### config.mk
export PLATFORM = sky130hd
export DESIGN_NAME = fpu_sequencer
export DESIGN_NICKNAME = d
export VERILOG_FILES = /design/src/rtl/fpu_sequencer.sv
export SDC_FILE = /design/constraint.sdc
export NUM_CORES = 1
export LEC_CHECK = 0
export ABC_CLOCK_PERIOD_IN_PS = 2780
export BUFFER_PORTS_ARGS = -buffer_cell sky130_fd_sc_hd__buf_2
export CAP_MARGIN = 20
export CORE_MARGIN = 4
export CORE_UTILIZATION = 40
export DETAILED_ROUTE_END_ITERATION = 6
export PLACE_DENSITY = 0.71
export SLEW_MARGIN = 25
export SYNTH_ARGS = -nofsm -noshare
export SYNTH_HDL_FRONTEND = slang
export SYNTH_SLANG_ARGS = --single-unit
export TNS_END_PERCENT = 1
### constraint.sdc
create_clock -name clk -period 2.78 [get_ports clk]
set_clock_uncertainty 0.1 [all_clocks]
set_input_delay 0.139 -clock clk [delete_from_list [all_inputs] [get_ports clk]]
set_output_delay 0.139 -clock clk [all_outputs]
set_load 0.02 [all_outputs]
### src/rtl/fpu_sequencer.sv
// Execute-stage sequencer for the multi-cycle FPU: launches the core, counts the
// operation latency, drives the F/D stall (FPUOkE) and keeps a saturating stall count.
module fpu_sequencer #(
  parameter int unsigned LAT_ADD  = 3,
  parameter int unsigned LAT_MUL  = 4,
  parameter int unsigned LAT_DIV  = 16,
  parameter int unsigned LAT_SQRT = 16
) (
  input  logic        clk,
  input  logic        reset,
  input  logic        FPUOpE,
  input  logic [2:0]  FPUCtrlE,
  input  logic        KillE,
  output logic        FPUStart,
  output logic        FPUAbort,
  output logic        FPUOkE,
  output logic        FPUResultValid,
  output logic        FPUBusy,
  output logic [31:0] StallCount
);

  typedef enum logic {Idle, Busy} stateT;

  stateT       stateQ, stateD;
  logic [4:0]  cntQ, cntD;
  logic [5:0]  lat;
  logic        multiOp;
  logic        start, abort, ok, valid;
  logic [31:0] stallCnt;

  always_comb begin
    case (FPUCtrlE)
      3'b000, 3'b001: lat = 6'(LAT_ADD);
      3'b010:         lat = 6'(LAT_MUL);
      3'b011:         lat = 6'(LAT_DIV);
      3'b100:         lat = 6'(LAT_SQRT);
      default:        lat = 6'd1;
    endcase
  end

  assign multiOp = FPUOpE && (lat > 6'd1);

  always_comb begin
    stateD = stateQ;
    cntD   = cntQ;
    start  = 1'b0;
    abort  = 1'b0;
    ok     = 1'b1;
    valid  = 1'b0;
    case (stateQ)
      Idle: begin
        if (!KillE) begin
          if (multiOp) begin
            start  = 1'b1;
            ok     = 1'b0;
            stateD = Busy;
            cntD   = 5'(lat - 6'd2);
          end else begin
            valid = FPUOpE;
          end
        end
      end
      Busy: begin
        if (KillE) begin
          abort  = 1'b1;
          stateD = Idle;
          cntD   = 5'd0;
        end else if (cntQ != 5'd0) begin
          ok   = 1'b0;
          cntD = cntQ - 5'd1;
        end else begin
          valid  = 1'b1;
          stateD = Idle;
        end
      end
      default: begin
        stateD = Idle;
        cntD   = 5'd0;
      end
    endcase
  end

  // Combinational outputs are masked so they hold their reset values while reset is low.
  assign FPUStart       = reset & start;
  assign FPUAbort       = reset & abort;
  assign FPUResultValid = reset & valid;
  assign FPUOkE         = ~reset | ok;
  assign FPUBusy        = (stateQ == Busy);
  assign StallCount     = stallCnt;

  always_ff @(posedge clk or negedge reset) begin
    if (!reset) begin
      stateQ <= Idle;
      cntQ   <= 5'd0;
    end else begin
      stateQ <= stateD;
      cntQ   <= cntD;
    end
  end

  always_ff @(posedge clk or negedge reset) begin
    if (!reset) begin
      stallCnt <= 32'd0;
    end else if (!FPUOkE && (stallCnt != 32'hFFFF_FFFF)) begin
      stallCnt <= stallCnt + 32'd1;
    end
  end

endmodule

==> Yosys cells after proc, flatten, opt, wreduce, memory -nomap -nowiden <==
Index checks and enable logic that the tools add are counted.
{ "totals": {"regBits": 38, "latchBits": 0, "rom_bits": 0, "elab_cells": 52, "ram_bits": 0, "memories": 0, "out_inout_bits": 37, "input_bits": 7} }
{ "op_classes": {"muxes": 23, "n_addsub": 3, "n_mul": 0, "div_mod_pow": 0, "shifts": 0, "n_eq_ne": 8, "magnitude_cmp": 1, "reduce_logical": 8, "bitwise": 6} }
{ "op_table": {"columns": ["op", "n"], "rows": [
  ["32-bit by 1-bit adder with 32-bit output (second input constant)", 1],
  ["32-bit inequality test (second input constant)", 1],
  ["5-bit two-way mux", 4],
  ["5-bit one-hot mux with 3 select lines", 1],
  ["1-bit two-way mux", 14],
  ["5-bit one-hot mux with 2 select lines", 1],
  ["3-bit by 2-bit == test with 1-bit output (second input constant)", 2],
  ["6-bit by 1-bit greater-than comparator with 1-bit output (second input constant)", 1],
  ["1-bit one-hot mux with 2 select lines", 3],
  ["5-bit nonzero test", 1],
  ["5-bit by 1-bit subtractor with 5-bit output (second input constant)", 1],
  ["5-bit by 2-bit subtractor with 5-bit output (second input constant)", 1],
  ["2-bit inequality test (second input constant)", 2],
  ["2-bit OR reduction", 2],
  ["1-bit AND", 3],
  ["3-bit by 1-bit == test with 1-bit output (second input constant)", 1],
  ["3-bit == test (second input constant)", 1],
  ["3-bit zero test", 1],
  ["3-bit by 2-bit inequality test with 1-bit output (second input constant)", 1],
  ["3-bit AND reduction", 1],
  ["1-bit logical AND", 2],
  ["1-bit NOT", 2],
  ["1-bit zero test", 1],
  ["1-bit bitwise OR", 1]
]} }

==> Logic depth before layout (Yosys ltp) <==
Gate-level depths: netlist of the first run.
{ "logic_depth": {"word_depth": 11, "mapped_depth": 9, "ltp_nobuf": 8} }

==> Least setup slack after synthesis of the first run <==
OpenSTA, ideal clock, no wires.
{ "synth_timing": {"path_type": "register to register", "start": "register cntQ[0]", "end": "register stallCnt[28] (netlist: StallCount[28])", "arrival_ps": 1883, "required_time_ps": 2548, "path_buffers": 1, "path_slack_ps": 665, "synth_period_minus_slack_ps": 2115, "setup_ps": 132, "stages_incl_launch_ff": 10, "path_cell_list": "dfrtp_1 inv_1 ha_1 nand2_1 nor4_2 nor3_4 inv_2 buf_4 nor3_1 xor2_1"} }
{ "synth_between": {"elab_chain_len": 7} }
{ "synth_rtl": {"columns": ["item", "line", "rtl"], "rows": [
  ["start: declaration", "25", "logic [4:0] cntQ, cntD;"],
  ["start signal: assignment", "97", "cntQ <= cntD;"],
  ["5-bit nonzero test", "68", "end else if (cntQ != 5'd0) begin"],
  ["1-bit two-way mux", "68", null],
  ["1-bit two-way mux", "64", "if (KillE) begin"],
  ["1-bit one-hot mux with 2 select lines", "50", "case (stateQ)"],
  ["1-bit bitwise OR", "87", "assign FPUOkE = ~reset | ok;"],
  ["named net FPUOkE", "16", "output logic FPUOkE,"],
  ["1-bit zero test", "104", "end else if (!FPUOkE && (stallCnt != 32'hFFFF_FFFF)) begin"],
  ["1-bit logical AND", "104", null],
  ["end signal: assignment", "105", "stallCnt <= stallCnt + 32'd1;"],
  ["end: declaration", "29", "logic [31:0] stallCnt;"]
]} }
The timed path passes the listed nets, and every way through them passes these cells.
A chain may end at the register's enable or synchronous reset.

==> Worst setup path after layout of the first run <==
{ "layout_timing": {"start": "register cntQ[0]", "end": "register stallCnt[8] (netlist: StallCount[8])"} }
{ "layout_between": {"elab_chain_len": 7} }
{ "layout_rtl": {"columns": ["item", "line"], "rows": [
  ["5-bit nonzero test", "68"],
  ["1-bit two-way mux", "68"],
  ["1-bit two-way mux", "64"],
  ["1-bit one-hot mux with 2 select lines", "50"],
  ["1-bit bitwise OR", "87"],
  ["1-bit zero test", "104"],
  ["1-bit logical AND", "104"]
]} }
No other way between the ends.

==> metrics.txt, run 1 <==
outcome=complete, no violations; Unique masters post-synth=43; commonest non-fill, non-tap cell in the layout=buf_2; Reg clk slew, reported paths=roughly 0.070 ns; sw frac=0.309; fin. max-slew vios=0; Max Cap Viol=0; share of cells above drive strength 1=0.250; Via density=5.33; Vias=1779; Comb power frac=0.203; synth warn=0; WS Path Type=flip-flop to flip-flop; register bit total from synthesis=38; DP HPWL=3500 um; Worst EP required=2.86 ns; clk_lat worst skew=0.30 ns; first-pass GRT wire length=8020 um; most frequent cells in the layout=43 x buf_2, 38 x dfrtp_1, 20 x xnor2_1; Pint=1.00 mW; TritonCTS Buffers=5; setup bufs post-CTS=0; worst setup margin=0.562 ns; Psw=0.448 mW; Top Usage Layer GRT=met1; clk root buf=clkbuf_8; die area=between 6000 and 7000 um^2; clock sinks=38; Initial Utilization=0.417; Slew HR=0.558; wire length per cell=between 10 and 15 um; part of the power in registers=0.473; Tcrit/Tclk final=0.798; Static Leak=1.20 nW; Final Hold Violating Endpoints=0; initial antenna violation count=0; CP endpoint kind=flip-flop; I/O pins=between 40 and 50; Syn Nets=226; Max Root-Sink Buffers=2; final net count=274; Worst EP arrival=2.30 ns; GPL Wtd Cong=0.823; Worst Path Max Fanout=17; Final TNS setup=0 ns; EDFF count, synth=0; RSZ-0062 raised after global routing=no; Final ANT Viol Nets=0; setup slack, reg-to-reg=approximately 0.56 ns; htree depth=2; top-area cell type share of the netlist area=0.443; met1 Track Usage GR=0.230; drt total wl=4750 um; fmax=451 MHz; chip width=81.2 um; grt met2 use=0.218; largest net degree at the start of global routing=40; ys async rst share=1.00; Hold WC Path Type=primary input to flip-flop; Synth Flop Type=dfrtp_1; Seq/Total Area, Yosys=0.443; fillers=between 500 and 600; worst vdd ir=381 uV; drc violations=0; vias in the first global route=around 1700; synth top area cells=dfrtp_1 44%, xnor2_1 8.2%, nand4_1 5.2%; DP Cell Count=325; Post-Syn Area per Cell=9.98 um^2; Inserted Diodes=0; Worst Tran Pin Value=0.663 ns; top cell type by total area after synthesis=dfrtp_1; total power=1.45 mW; GRT Total Usage=0.155; Worst Setup Start Kind=flip-flop; 1st-iter DRT viols=125; number of port buffers=43; Congestion Overflow GR=0; Die Span Y=81.2 um; Site Rows=26; Area Overhead vs Synth=19.0%; clock share of power=0.324; Final Setup Violations=0; min cycle time layout=2.22 ns; core region area=between 5000 and 6000 um^2; Power Density=~570 nW/um^2; synthesized area=2150 um^2; CTS tree=built; DRT Pass-1 Iters=4; DP Worst Slack=0.590 ns; Cell Count, Final, Fillers Out=334; final core occ=0.497; M3 GR Usage=0.0455; Cells after Synth=215
==> state kept, by name, indices dropped and copies added (netlist names) <==
name / flops
FPUBusy: 1
StallCount: 32
cntQ: 5
==> power groups by stage <==
| stage | Clock [mW] | Sequential [mW] | Combinational, mW |
|---|---|---|---|
| finish | 0.469 | 0.686 | 0.295 |
| global route | 0.507 | 0.698 | 0.329 |
| CTS | 0.478 | 0.685 | 0.297 |
| detailed placement | 0 | 0.694 | 0.296 |
| global placement | 0 | 0.693 | 0.291 |
| floorplan | 0 | 0.726 | 0.163 |
==> cells in the mapped netlist, types with 3 or more instances <==
cell,count
or3_1,5
and3_1,5
nand2_1,15
nor3_1,9
xor2_1,12
o22ai_1,3
mux2i_1,3
a21oi_1,4
nor4_2,4
ha_1,4
nand4_1,18
dfrtp_1,38
inv_1,8
nor2_1,13
nand3_1,11
xnor2_1,20
nor4_1,6
nor4b_1,3
==> layer usage <==
metal  wire (um)  share of wire
met2        2110           0.44
met5           0              0
met3         244          0.051
met4          38         0.0080
met1        2350           0.50
==> stage by stage <==
stage          hold WS [ns]  cell area [um^2]
2_1_floorplan        -0.257              2150
3_3_place_gp          0.214              2430
3_5_place_dp          0.216              2430
4_1_cts               0.120              2550
5_1_grt               0.140              2550
6_report              0.116              2550
==> final timing paths <==
| path | start | end | depth (start not counted) |
|---|---|---|---|
| hold reg to reg | StallCount[19]$_DFFE_PN0P_ | StallCount[19]$_DFFE_PN0P_ | 1 |
| max in group asynchronous | reset | StallCount[23]$_DFFE_PN0P_ | 3 |
| min in group asynchronous | reset | StallCount[13]$_DFFE_PN0P_ | 3 |
| hold / removal | KillE | cntQ[1]$_DFFE_PN0P_ | 3 |
| setup / recovery | cntQ[0]$_DFFE_PN0P_ | StallCount[8]$_DFFE_PN0P_ | 9 |
| setup reg to reg | cntQ[0]$_DFFE_PN0P_ | StallCount[8]$_DFFE_PN0P_ | 9 |
==> repair_timing <==
action,in CTS,in global routing
resized for setup,0,0
hold buffers,1,0
hold endpoints to repair,38,0
==> final cells by class <==
type | count | area (um^2) | area share
Multi-Input combinational cell | 161 | 1110 | 0.435
Sequential cell | 38 | 951 | 0.373
Timing Repair Buffer | 48 | 255 | 0.100
Tap cell | 70 | 87.6 | 0.0343
Clock buffer | 5 | 68.8 | 0.0270
Clock inverter | 3 | 45.0 | 0.0176
Inverter | 9 | 33.8 | 0.0132
==> cells by family after synthesis <==
group,count (synthesis),share of synthesized area
and+or+nand+nor,107,0.303
DFF,38,0.443
xor gates and xnor gates,32,0.131
buffers and inverters,16,0.0391
AOI/OAI and AO/OA,14,0.0414
muxes,4,0.0192
adders and majority gates,4,0.0233
==> worst max-delay path, cell delays in order (launching register included) <==
cell and delay [ns]:
dfrtp_1 0.38, inv_1 0.07, ha_1 0.19, nand2_1 0.07
nor4_2 0.04, buf_4 0.17, nor3_4 0.18, inv_2 0.16
or4_1 0.58, xnor2_1 0.14
Power figures use the tool's default switching activity.
==> inputs of run 2 (changes only) <==
--- a/config.mk
+++ b/config.mk
@@ -5,13 +5,13 @@
 export SDC_FILE = /design/constraint.sdc
 export NUM_CORES = 1
 export LEC_CHECK = 0
-export ABC_CLOCK_PERIOD_IN_PS = 2780
+export ABC_CLOCK_PERIOD_IN_PS = 1970
 export BUFFER_PORTS_ARGS = -buffer_cell sky130_fd_sc_hd__buf_2
 export CAP_MARGIN = 20
 export CORE_MARGIN = 4
 export CORE_UTILIZATION = 40
 export DETAILED_ROUTE_END_ITERATION = 6
-export PLACE_DENSITY = 0.71
+export PLACE_DENSITY = 0.74
 export SLEW_MARGIN = 25
 export SYNTH_ARGS = -nofsm -noshare
 export SYNTH_HDL_FRONTEND = slang
==> constraint.sdc (replaced) <==
create_clock -name clk -period 1.97 [get_ports clk]
set_clock_uncertainty 0.1 [all_clocks]
set_input_delay 0.0985 -clock clk [delete_from_list [all_inputs] [get_ports clk]]
set_output_delay 0.0985 -clock clk [all_outputs]
set_load 0.02 [all_outputs]
==> run 2 against run 1 <==
  * The flow now finishes with violations (negative setup slack)
  * Worst setup slack worse by 0.64 ns
  * Design area is 22% higher
  * Total power is 56% higher
  * Via count is 18% higher
  * Critical path type unchanged
  * Critical endpoint is now StallCount[6]$_DFFE_PN0P_
  * Largest power group unchanged
  * Highest routed layer unchanged
==> metrics.txt, run 2 (synthesized netlist as in run 1, its figures left out) <==
outcome=finished with violations; failing checks=negative setup slack; largest net degree at the start of global routing=40 (unchanged); GRT Total Usage=0.177 (+0.0221); TritonCTS Buffers=5 (unchanged); min cycle time layout=2.04 ns (-0.173 ns); Cell Count, Final, Fillers Out=393 (+18%); Slew HR=0.677 (+0.120); Tcrit/Tclk final=1.04 (+0.240); DRT Pass-1 Iters=4 (unchanged); commonest non-fill, non-tap cell in the layout=buf_4; most frequent cells in the layout=60 x buf_4, 41 x buf_2, 38 x dfrtp_1; Critical Path Slowest Stage Cell=or4b_4; htree depth=2 (unchanged); Inserted Diodes=0 (unchanged); worst vdd ir=577 uV (+51%); clk_lat worst skew=0.29 ns (about the same); Worst Setup Start Kind=flip-flop; wire length per cell=14.8 um (+3.9%); final net count=333 (+22%); chip width=81.2 um (unchanged); max FFs per register=32 (unchanged); WS Path Type=flip-flop to flip-flop; fin. max-slew vios=0 (unchanged); initial antenna violation count=0 (unchanged); Final ANT Viol Nets=0 (unchanged); Worst EP arrival=2.13 ns (-0.17 ns); Worst Tran Pin Value=0.484 ns (-0.179 ns); CP endpoint kind=flip-flop; Congestion Overflow GR=0 (unchanged); CTS tree=built; fmax=489 MHz (+8.5%); Hold Path Stages=3 (unchanged); GPL Wtd Cong=0.833 (+1.3%); DP HPWL=4080 um (+17%); worst setup margin=-0.0747 ns (-0.637 ns); DP Cell Count=370 (+14%); core region area=5140 um^2 (unchanged); Area Overhead vs Synth=44.9%; Static Leak=1.54 nW (+29%); Vias=2091 (+18%); clock sinks=38 (unchanged); Max Root-Sink Buffers=2 (unchanged); Worst Path Max Fanout=8 (-9); CP max stage delay=0.51 ns (-0.07 ns); Power Density=727 nW/um^2 (+28%); drt total wl=5800 um (+22%); number of port buffers=43 (unchanged); clk root buf=clkbuf_8; worst-path cell chain=ha_2 > nand4_1 > nor2_2 > buf_4 > and4b_4 > or4b_4 > xnor2_2; Die Span Y=81.2 um (unchanged); Hold WC Path Type=primary input to flip-flop; Via density=5.32 (-0.11%); Reg clk slew, reported paths=0.08 ns (about the same); Final Setup Violations=3 (+3); Worst EP required=2.06 ns (-0.80 ns); die area=6600 um^2 (unchanged); Max Cap Viol=0 (unchanged); Site Rows=26 (unchanged); vias in the first global route=1941 (+14%); reg2reg path depth=7 (-2); first-pass GRT wire length=9050 um (+13%); Final Hold Violating Endpoints=0 (unchanged); Initial Utilization=0.417 (unchanged); I/O pins=44 (unchanged); share of cells above drive strength 1=0.440 (+0.190); 1st-iter DRT viols=183 (+46%); drc violations=0 (unchanged); DP Worst Slack=-0.136 ns (-0.726 ns); RSZ-0062 raised after global routing=yes
-- run 2: changes by cell type in the layout (fill, tap and decap cells not counted), sizes merged --
| cell | delta |
|---|---|
| and4b | +1 |
| clkinvlp | -2 |
| clkinv | +2 |
| buf | +58 |
-- run 2: power breakdown --
group          total (mW)  internal, mW  switching, mW
clock network       0.663         0.373          0.290
registers           0.930         0.863         0.0666
logic               0.668         0.328          0.340
total                2.26          1.56          0.697
-- run 2: repair_timing --
action	CTS	global route
setup buffers	7	6
gates resized for setup	19	7
cloned	0	1
hold endpoints to repair	38	0
setup endpoints to repair	20	37
hold buffers	1	0
pin swaps	6	10
-- run 2: stage by stage --
step	instance area [um^2]	utilization	TNS, ns	total power [mW]	hold WS, ns
after global placement	2780	0.540	-0.129	1.52	0.182
final	3110	0.605	-0.147	2.26	0.0920
after global routing	3110	0.605	-1.61	2.39	0.110
after detailed placement	2780	0.540	-0.693	1.54	0.189
after CTS	3020	0.587	-0.193	2.26	0.0780
after floorplan	2150	-	-1.79	1.26	-0.297
-- run 2: final timing paths --
| path | startpoint | to | slack [ns] |
|---|---|---|---|
| max in group asynchronous | reset | StallCount[2]$_DFFE_PN0P_ | 1.04 |
| min reg2reg | StallCount[19]$_DFFE_PN0P_ | StallCount[19]$_DFFE_PN0P_ | 0.38 |
| max | StallCount[1]$_DFFE_PN0P_ | StallCount[6]$_DFFE_PN0P_ | -0.07 |
| max reg2reg | StallCount[1]$_DFFE_PN0P_ | StallCount[6]$_DFFE_PN0P_ | -0.07 |
| min in group asynchronous | reset | StallCount[14]$_DFFE_PN0P_ | 0.38 |
| min | KillE | cntQ[1]$_DFFE_PN0P_ | 0.09 |
-- run 2: worst max-delay path, delay by kind of cell (launching register included) --
| kind | cells | cell delay (ns) |
|---|---|---|
| xor gates and xnor gates | 1 | 0.14 |
| adders and majority gates | 1 | 0.19 |
| buffers and inverters | 1 | 0.13 |
| DFF | 1 | 0.39 |
| and+or+nand+nor | 4 | 0.98 |
-- run 2: final cells by class --
| type | count | area [um^2] |
|---|---|---|
| clock buffer | 5 | 68.8 |
| clock inverter | 3 | 40.0 |
| fill | 453 | 2030 |
| inverter | 9 | 33.8 |
| multi-input combinational | 162 | 1220 |
| sequential | 38 | 951 |
| tap | 70 | 87.6 |
| timing repair buffer | 106 | 711 |
-- run 2: routing by layer --
metal | track usage | routed length, um
met5 | 0 | 0
met4 | 0.0405 | 40
met3 | 0.0377 | 331
met2 | 0.282 | 2800
met1 | 0.246 | 2630
==> inputs of run 3 (changes only) <==
--- a/config.mk
+++ b/config.mk
@@ -8,6 +8,7 @@
 export ABC_CLOCK_PERIOD_IN_PS = 1970
 export BUFFER_PORTS_ARGS = -buffer_cell sky130_fd_sc_hd__buf_2
 export CAP_MARGIN = 20
+export CORE_ASPECT_RATIO = 1.2
 export CORE_MARGIN = 4
 export CORE_UTILIZATION = 40
 export DETAILED_ROUTE_END_ITERATION = 6
==> run 3 against run 2 <==
  * Sequential share of layout area rose by 0.96 points
  * Die area barely moved
  * Core utilization fell by 1.2 points
  * Routed wire length fell by 5.7%
  * Sequential power rose by 1%
  * Cell count fell by 4.3%
  * Combinational power fell by 6.1%
  * Maximum frequency rose by 4.0%
  * First-iteration DRC count fell by 60%
  * Flip-flop and latch count did not move
  * Critical path depth rose by 1
  * Critical endpoint is now FPUOkE
  * Design area fell by 3.1%
  * Highest routed layer unchanged
  * The flow now finishes without violations
==> metrics.txt, run 3 (synthesized netlist as in run 1, its figures left out) <==
outcome=complete, no violations; CP delay by family, top=buffers and inverters; Static Leak=1.50 nW (-3.0%); Via density=5.34 (+0.42%); M3 GR Usage=0.0466 (+0.00890); Slew HR=0.593 (-0.0848); max FFs per register=32 (unchanged); fillers=430 (-5.1%); Worst Tran Pin Value=0.611 ns (+0.127 ns); drt total wl=5470 um (-5.7%); Worst Path Max Fanout=6 (-2); most frequent cells in the layout=54 x buf_4, 41 x buf_2, 38 x dfrtp_1; worst hold slack=0.0735 ns (-0.0185 ns); Initial Utilization=0.422 (+0.00494); core region area=5080 um^2 (-1.2%); register area=951 um^2 (unchanged); Worst Setup Start Kind=flip-flop; I/O pins=44 (unchanged); worst vdd ir=649 uV (+12%); fin. max-slew vios=0 (unchanged); commonest non-fill, non-tap cell in the layout=buf_4; 1st-iter DRT viols=74 (-60%); final net count=326 (-2.1%); htree depth=2 (unchanged); Power Density=700 nW/um^2 (-3.7%); Max Root-Sink Buffers=2 (unchanged); drc violations=0 (unchanged); area occupied by multi-input gates=1200 um^2 (-1.6%); met1 Track Usage GR=0.225 (-0.0208); chip width=74.9 um (-7.9%); CP Launch Point=cntQ[1]$_DFFE_PN0P_; CP bufs+invs=4 (+3); Reg clk slew, reported paths=0.07 ns (about the same); Tcrit/Tclk final=0.998 (-0.0397); wire length per cell=14.5 um (-1.5%); CP max stage delay=0.38 ns (-0.13 ns); Top Usage Layer GRT=met2; Inserted Diodes=0 (unchanged); worst setup margin=0.00364 ns (+0.0783 ns); grt met2 use=0.282 (-0.000338); Final ANT Viol Nets=0 (unchanged); GPL Wtd Cong=0.840 (+0.78%); Max Cap Viol=0 (unchanged); die area=6610 um^2 (about the same); number of port buffers=43 (unchanged); first-pass GRT wire length=8910 um (-1.6%); DP Worst Slack=-0.0610 ns (+0.0746 ns); vias in the first global route=1979 (+2.0%); Crit Reg-Reg Startpoint=StallCount[0]$_DFFE_PN0P_; Die Span Y=88.2 um (+8.6%); WS Path Type=flip-flop to output port; initial antenna violation count=0 (unchanged); CP endpoint kind=output port; Site Rows=28 (+7.7%); worst-path cell chain=inv_2 > ha_4 > nand2_4 > nor4_4 > nor3_4 > inv_2 > buf_6 > buf_4; Critical Path Slowest Stage Cell=dfrtp_1; Worst EP arrival=1.77 ns (-0.36 ns); GRT Total Usage=0.176 (-0.00107); Final Cell Area=3010 um^2 (-3.1%); min cycle time layout=1.97 ns (-0.0783 ns); Hold WC Path Type=primary input to flip-flop; Congestion Overflow GR=0 (unchanged); CTS tree=built; Vias=2009 (-3.9%); share of cells above drive strength 1=0.408 (-0.0314); crit-path most repeated cell=inv_2; DP HPWL=4070 um (-0.23%); RSZ-0062 raised after global routing=yes; TritonCTS Buffers=5 (unchanged); HP Start=KillE; clk root buf=clkbuf_8; clk_lat worst skew=0.29 ns (about the same); clock sinks=38 (unchanged); Final Hold Violating Endpoints=0 (unchanged); largest net degree at the start of global routing=40 (unchanged); DP Area=2800 um^2 (+0.90%); Area Overhead vs Synth=40.5%; Worst EP required=1.77 ns (-0.29 ns); Final Setup Violations=0 (-3); fmax=509 MHz (+4.0%); DRT Pass-1 Iters=4 (unchanged)
[run 3: what timing repair did]
action                                 in CTS  in global routing
gates resized for setup                     6                 16
hold buffers                                1                  0
setup endpoints to repair                  13                 28
buffers inserted                            0                  2
pin swaps                                   1                  5
endpoints found under the hold margin      38                  0
[run 3: power by group]
part	leakage (nW)	total (mW)	internal, mW	switching (mW)
Sequential	0.506	0.940	0.864	0.0761
Combinational	0.941	0.627	0.299	0.328
Clock	0.0482	0.545	0.282	0.263
[run 3: final timing paths]
path                                               to  slack (ns)  depth (start not counted)
setup / recovery                               FPUOkE       0.004                          8
hold / removal                    cntQ[1]$_DFFE_PN0P_        0.07                          3
setup reg to reg           StallCount[16]$_DFFE_PN0P_        0.01                          7
hold reg to reg             StallCount[8]$_DFFE_PN0P_        0.41                          1
max in group asynchronous  StallCount[22]$_DFFE_PN0P_        1.04                          3
min in group asynchronous   StallCount[3]$_DFFE_PN0P_        0.39                          3
[run 3: stage by stage]
step	std cells	total power, mW	TNS [ns]	utilization
after global placement	365	1.51	-0.0788	0.551
after CTS	374	2.08	-0.0266	0.577
after floorplan	215	1.26	-1.79	-
after detailed placement	365	1.53	-0.190	0.551
after global routing	376	2.24	-0.704	0.593
final	376	2.11	0	0.593
[run 3: area by class of cell]
class,count,share of cell area
multi-input combinational,161,0.397
sequential,38,0.315
timing repair buffer,100,0.221
clock buffer,7,0.0286
tap,60,0.0249
inverter,9,0.0112
clock inverter,1,0.00166
[run 3: metal layers]
layer,up-vias,share of wire
met3,6,0.054
met1,984,0.44
li1,978,-
met4,0,0.012
met5,-,0
met2,41,0.50
[run 3: worst min-delay path: cells and delay by family]
family	cells	cell delay, ns
compound gates	2	0.16
buf+inv	1	0.16
